--- src/rtl/adc_init_pkg.sv ---
// adc_init_pkg: shared state encodings and frame geometry for the ADC init sequencer
package adc_init_pkg;
  localparam int FRAME_BITS = 24;
  localparam int ADDR_W = 4;
  localparam logic [2:0] S_IDLE      = 3'd0;
  localparam logic [2:0] S_RST_PULSE = 3'd1;
  localparam logic [2:0] S_PWR_WAIT  = 3'd2;
  localparam logic [2:0] S_SHIFT     = 3'd3;
  localparam logic [2:0] S_CS_GAP    = 3'd4;
  localparam logic [2:0] S_DONE      = 3'd5;
endpackage

--- src/rtl/adc_init_seq_spi.sv ---
// adc_spi_shifter: one 24-bit MSB-first frame per load strobe, SCLK idles low, data changes on SCLK low
module adc_spi_shifter
  import adc_init_pkg::*;
#(
  parameter int SCLK_DIV = 4
) (
  input  logic                  clk_i,
  input  logic                  rst_i,
  input  logic                  clr_i,
  input  logic                  load_i,
  input  logic [FRAME_BITS-1:0] data_i,
  output logic                  cs_b_o,
  output logic                  sclk_o,
  output logic                  sdata_o,
  output logic                  done_o
);
  logic                  active_q, active_d;
  logic [15:0]           div_q, div_d;
  logic [4:0]            bit_q, bit_d;
  logic [FRAME_BITS-1:0] sreg_q, sreg_d;
  logic                  cs_b_q, cs_b_d, sclk_q, sclk_d, sdata_q, sdata_d;
  logic                  tick;
  assign tick    = div_q == 16'(SCLK_DIV - 1);
  // high during the last cycle of a frame, so the caller can change state on the same edge
  assign done_o  = active_q && sclk_q && tick && bit_q == 5'(FRAME_BITS - 1);
  assign cs_b_o  = cs_b_q;
  assign sclk_o  = sclk_q;
  assign sdata_o = sdata_q;
  always_comb begin
    active_d = active_q;
    div_d    = div_q;
    bit_d    = bit_q;
    sreg_d   = sreg_q;
    cs_b_d   = cs_b_q;
    sclk_d   = sclk_q;
    sdata_d  = sdata_q;
    if (clr_i) begin
      active_d = 1'b0;
      div_d    = '0;
      bit_d    = '0;
      cs_b_d   = 1'b1;
      sclk_d   = 1'b0;
      sdata_d  = 1'b0;
    end else if (load_i) begin
      active_d = 1'b1;
      div_d    = '0;
      bit_d    = '0;
      sreg_d   = data_i;
      cs_b_d   = 1'b0;
      sclk_d   = 1'b0;
      sdata_d  = data_i[FRAME_BITS-1];
    end else if (active_q) begin
      div_d  = tick ? '0 : div_q + 16'd1;
      sclk_d = sclk_q ^ tick;
      if (tick && sclk_q) begin
        active_d = !done_o;
        cs_b_d   = done_o;
        bit_d    = bit_q + 5'd1;
        sreg_d   = sreg_q << 1;
        sdata_d  = sreg_q[FRAME_BITS-2];
      end
    end
  end
  always_ff @(posedge clk_i or posedge rst_i) begin
    if (rst_i) begin
      active_q <= 1'b0;
      div_q    <= '0;
      bit_q    <= '0;
      sreg_q   <= '0;
      cs_b_q   <= 1'b1;
      sclk_q   <= 1'b0;
      sdata_q  <= 1'b0;
    end else begin
      active_q <= active_d;
      div_q    <= div_d;
      bit_q    <= bit_d;
      sreg_q   <= sreg_d;
      cs_b_q   <= cs_b_d;
      sclk_q   <= sclk_d;
      sdata_q  <= sdata_d;
    end
  end
endmodule

--- src/rtl/adc_init_seq.sv ---
// adc_init_seq: ADC reset pulse, settle wait and NREG config frames, then ADC_RDY.
// Optional ADC_FRAME_CNT_EN adds a saturating frames_sent_o counter cleared only by rst_i.
module adc_init_seq
  import adc_init_pkg::*;
#(
  parameter int NREG     = 4,
  parameter int RST_PW   = 20,
  parameter int PWR_WAIT = 1000,
  parameter int SCLK_DIV = 4
) (
  input  logic                  clk_i,
  input  logic                  rst_i,
  input  logic                  adc_init_rst_i,
  input  logic [FRAME_BITS-1:0] cfg_data_i,
  output logic [ADDR_W-1:0]     cfg_addr_o,
  output logic                  adc_rst_b_o,
  output logic                  adc_cs_b_o,
  output logic                  adc_sclk_o,
  output logic                  adc_sdata_o,
  output logic                  adc_rdy_o,
  output logic [2:0]            init_state_o
`ifdef ADC_FRAME_CNT_EN
  ,
  output logic [7:0]            frames_sent_o
`endif
);
  logic [2:0]        state_q, state_d;
  logic [15:0]       timer_q, timer_d;
  logic [ADDR_W-1:0] addr_q, addr_d;
  logic              rst_b_q, rdy_q, spi_done, enter;
  always_comb begin
    state_d = state_q;
    case (state_q)
      S_IDLE:      state_d = S_RST_PULSE;
      S_RST_PULSE: state_d = timer_q == 16'(RST_PW - 1) ? S_PWR_WAIT : state_q;
      S_PWR_WAIT:  state_d = timer_q == 16'(PWR_WAIT - 1) ? S_SHIFT : state_q;
      S_SHIFT:     state_d = spi_done ? S_CS_GAP : state_q;
      S_CS_GAP:    state_d = timer_q != 16'(SCLK_DIV - 1) ? state_q :
                             addr_q == ADDR_W'(NREG) ? S_DONE : S_SHIFT;
      S_DONE:      state_d = S_DONE;
      default:     state_d = S_IDLE;
    endcase
    if (adc_init_rst_i) state_d = S_IDLE;
  end
  assign enter   = state_d != state_q;
  assign timer_d = enter ? '0 : timer_q + 16'd1;
  assign addr_d  = (state_d == S_IDLE || (state_d == S_PWR_WAIT && enter)) ? '0 :
                   (state_d == S_CS_GAP && enter) ? addr_q + 1'b1 : addr_q;
  adc_spi_shifter #(.SCLK_DIV(SCLK_DIV)) u_spi (
    .clk_i   (clk_i),
    .rst_i   (rst_i),
    .clr_i   (state_d == S_IDLE),
    .load_i  (state_d == S_SHIFT && enter),
    .data_i  (cfg_data_i),
    .cs_b_o  (adc_cs_b_o),
    .sclk_o  (adc_sclk_o),
    .sdata_o (adc_sdata_o),
    .done_o  (spi_done)
  );
  always_ff @(posedge clk_i or posedge rst_i) begin
    if (rst_i) begin
      state_q <= S_IDLE;
      timer_q <= '0;
      addr_q  <= '0;
      rst_b_q <= 1'b0;
      rdy_q   <= 1'b0;
    end else begin
      state_q <= state_d;
      timer_q <= timer_d;
      addr_q  <= addr_d;
      rst_b_q <= !(state_d == S_IDLE || state_d == S_RST_PULSE);
      rdy_q   <= state_d == S_DONE;
    end
  end
  assign cfg_addr_o   = addr_q;
  assign adc_rst_b_o  = rst_b_q;
  assign adc_rdy_o    = rdy_q;
  assign init_state_o = state_q;
`ifdef ADC_FRAME_CNT_EN
  logic [7:0] frames_q;
  // a frame counts only if it reaches its final SCLK fall without an abort
  always_ff @(posedge clk_i or posedge rst_i) begin
    if (rst_i) frames_q <= '0;
    else if (spi_done && !adc_init_rst_i && frames_q != 8'hFF) frames_q <= frames_q + 8'd1;
  end
  assign frames_sent_o = frames_q;
`endif
endmodule

--- config.mk ---
export PLATFORM = sky130hd
export DESIGN_NAME = adc_init_seq
export DESIGN_NICKNAME = d
export VERILOG_FILES = /design/src/rtl/adc_init_pkg.sv /design/src/rtl/adc_init_seq_spi.sv /design/src/rtl/adc_init_seq.sv
export SDC_FILE = /design/constraint.sdc
export NUM_CORES = 1
export LEC_CHECK = 0
export BUFFER_PORTS_ARGS = -buffer_cell sky130_fd_sc_hd__buf_2
export CAP_MARGIN = 15
export CORE_MARGIN = 2
export CORE_UTILIZATION = 35
export CTS_BUF_LIST = sky130_fd_sc_hd__clkbuf_2 sky130_fd_sc_hd__clkbuf_4 sky130_fd_sc_hd__clkbuf_8
export CTS_CLUSTER_SIZE = 10
export DETAILED_ROUTE_END_ITERATION = 8
export SLEW_MARGIN = 30
export SYNTH_ARGS = -nofsm -noshare
export SYNTH_HDL_FRONTEND = slang
export SYNTH_SLANG_ARGS = --single-unit
--- constraint.sdc ---
create_clock -name clk_i -period 3.2 [get_ports clk_i]
set_input_delay 0 -clock clk_i [delete_from_list [all_inputs] [get_ports clk_i]]
set_output_delay 0 -clock clk_i [all_outputs]
set_load 0.01 [all_outputs]
==> impl_metrics.csv <==
group,metric,value,unit
run_status,outcome,"complete, no violations",
routing,vias,3020,
sta,finalSetupViolCount,0,
clock_tree,clk_latency,350,ps
yosys,seq_area_frac_synth,49.06,%
yosys,synth_top_area_share,48.35,%
global_routing,grt_max_degree,48,
global_routing,antenna_found_initial,0,
sta,max_freq,0.3494,GHz
yosys,synth-warning-count,0,
final_layout,final_nets,493,
setup_path,worstSetupEndpointType,"register",
floorplanning,chipHeight,107.2,um
global_routing,grt-ovfl-total,0,
clock_tree,cts-root-buf,"clkbuf_8",
routing,drt_iter0_markers,150,
yosys,syn-num-nets,427,
clock_tree,cts_buffer_depth,2,
yosys,synth_cells,394,
yosys,yosys-top-cells-area,"dfrtp_1, nor2_1, mux2i_1",
yosys,ys_types,48,
floorplanning,fp.dieArea,0.01149,mm2
setup_path,critPathLaunchType,"register",
routing,ant_nets,0,
clock_tree,tritoncts,"built",
yosys,synth_commonest_cells,"dfrtp_1, nor2_1, a21oi_1, nand2_1, mux2i_1",
clock_tree,cts_resized,0,
global_routing,grt_use_total,15.69,%
routing,wl,8383,um
clock_tree,cts_inserted_buffers,9,
final_layout,fill_cells,979,
setup_path,worstReg2RegStart,"timer_q[13]",
place,gp_congestion,0.8414,
min_path,min_path_type,"in -> async",
power,power_density,427.6,mW/mm2
global_routing,grt_pass1_wl,14250,um
floorplanning,initial_core_util,36.09,%
yosys,ys.flop_type,"dfrtp_1",
yosys,yosys.area.top_type,"dfrtp_1",
sta,post-route-period-util,89.43,%
setup_path,worstPathMaxFanout,16,
routing,drc,0,
setup_path,worstPathArrival,3130,ps
floorplanning,num_rows,37,
routing,viasPerCell,5.025,
yosys,async_flop_share,100.0,%
yosys,ys_ff_latch,73,
floorplanning,coreArea,0.01032,mm2
power,power,1.975,mW
final_layout,antennaDiodeCount,0,
floorplanning,die_w,107.2,um
sta,rsz0062_at_grt,"no",
sta,maxSlewViolCount,0,
setup_path,critPathKind,"reg -> reg",
yosys,synth_area,0.003726,mm2
yosys,synth.most_common_cell,"dfrtp_1",
setup_path,regToRegSetupSlack,340,ps
sta,slew_headroom,61.55,%
clock_tree,clock_sinks,73,
clock_tree,h-tree-depth,3,
sta,skew,18.58,ps
sta,hold_violations,0,
final_layout,area_delta_synth_final,23.94,%
routing,first_pass_iters,4,
clock_tree,clkTransAtPathRegs,90,ps
setup_path,crit_required,3470,ps
floorplanning,io_pins,39,
sta,fin_tns_setup,0,ps
run,drv_cap,0,
setup_path,r2r_end,"timer_q[7]",
sta,worstMarginPinSlew,575.9,ps
power,cellLeakagePower,2.072,nW
final_layout,fin_util,44.73,%
setup_path,reg2regPathDepth,7,
place,port_buffers,38,
global_routing,grt_pass1_vias,2963,
sta,min_period,2862,ps
yosys,synth_edf_count,0,
place,dp_hpwl,5484,um
routing,routedWlPerCell,13.95,um
power,peakVddDrop,0.2234,mV
final_layout,final_layout_size_suffix_gt1_share,15.48,%
sta,whs,242.5,ps
yosys,avgSynthCellArea,9.457,um2
[stage by stage]
stage,area (um2),instances,setup slack (ps)
global route,4618,601,51.37
CTS,4618,601,342.1
detailed placement,4100,559,357.8
finish,4618,601,338.1
floorplan,3726,394,395.6
global placement,4100,559,469.7
[logic make-up (layout without fill, tap and decap cells)]
group	after synthesis	in the layout	share of synthesized area, %
AOI/OAI and AO/OA	76	76	12.29
xor gates and xnor gates	22	22	5.171
adders and majority gates	6	6	2.015
buffers and inverters	27	98	3.324
DFF	73	73	49.06
muxes	25	25	6.850
and+or+nand+nor	165	165	21.29
[cell type report]
class	instances	area (um2)	share of cell area [%]
clock inverter	4	98.84	2.140
inverter	8	30.03	0.6502
sequential	73	1828	39.58
multi-input combinational	294	1782	38.58
clock buffer	12	158.9	3.441
tap	136	170.2	3.685
timing repair buffer	74	550.5	11.92
[flip-flops by register name (all words and copies together) (netlist names)]
signal,flops
adc_rdy_o,1
adc_rst_b_o,1
cfg_addr_o,4
init_state_o,3
timer_q,16
u_spi.active_q,1
u_spi.bit_q,5
u_spi.cs_b_o,1
u_spi.div_q,16
u_spi.sclk_o,1
u_spi.sdata_o,1
u_spi.sreg_q,23
[worst max-delay path by stage]
stage	start	endpoint	slack [ps]	depth (start not counted)
global placement	timer_q[13]	timer_q[9]	470	7
CTS	timer_q[13]	timer_q[11]	340	7
finish	timer_q[13]	timer_q[7]	340	7
global route	u_spi.div_q[0]	timer_q[7]	50	9
detailed placement	timer_q[13]	timer_q[3]	360	7
floorplan	u_spi.div_q[0]	u_spi.sreg_q[19]	400	11
[layout by cell type, fill, tap and decap left out, types with 8 or more instances in the layout]
| cell | Yosys | final |
|---|---|---|
| nand2_1 | 30 | 30 |
| buf_2 | 3 | 38 |
| xor2_1 | 16 | 16 |
| o21ai_0 | 15 | 15 |
| mux2i_1 | 24 | 24 |
| buf_4 | 0 | 8 |
| clkbuf_8 | 0 | 11 |
| a21oi_1 | 38 | 38 |
| dlygate4sd3_1 | 0 | 26 |
| nand3_1 | 11 | 10 |
| nor2_1 | 70 | 69 |
| dfrtp_1 | 72 | 72 |
| nor4_1 | 8 | 8 |
| nor3_1 | 10 | 10 |
[power breakdown]
| group | internal [mW] | switching [mW] | leakage (nW) |
|---|---|---|---|
| logic | 0.0528 | 0.0587 | 0.931 |
| registers | 0.934 | 0.0111 | 1.01 |
| clock network | 0.571 | 0.347 | 0.130 |
[what timing repair did]
action / 4_1_cts / 5_1_grt
hold endpoints to repair: 50 / 0
setup buffers: 0 / 0
hold buffers: 26 / 0
[worst max-delay path, cell delays in order, from the launching register on]
cell,delay (ps)
dfrtp_1,420
or4_1,530
nand4b_4,210
o32ai_1,380
o21ai_0,250
xnor2_1,190
or3_1,600
nor2_1,200
[per-layer routing]
metal | vias to the layer above | part of all wire (%) | global-route usage [%]
met5 | - | 0 | 0
met4 | 0 | 2.0 | 4.917
met3 | 14 | 3.6 | 4.863
met2 | 51 | 47 | 24.46
met1 | 1447 | 47 | 20.84
li1 | 1508 | - | -
(Power assumes the default switching activity.)
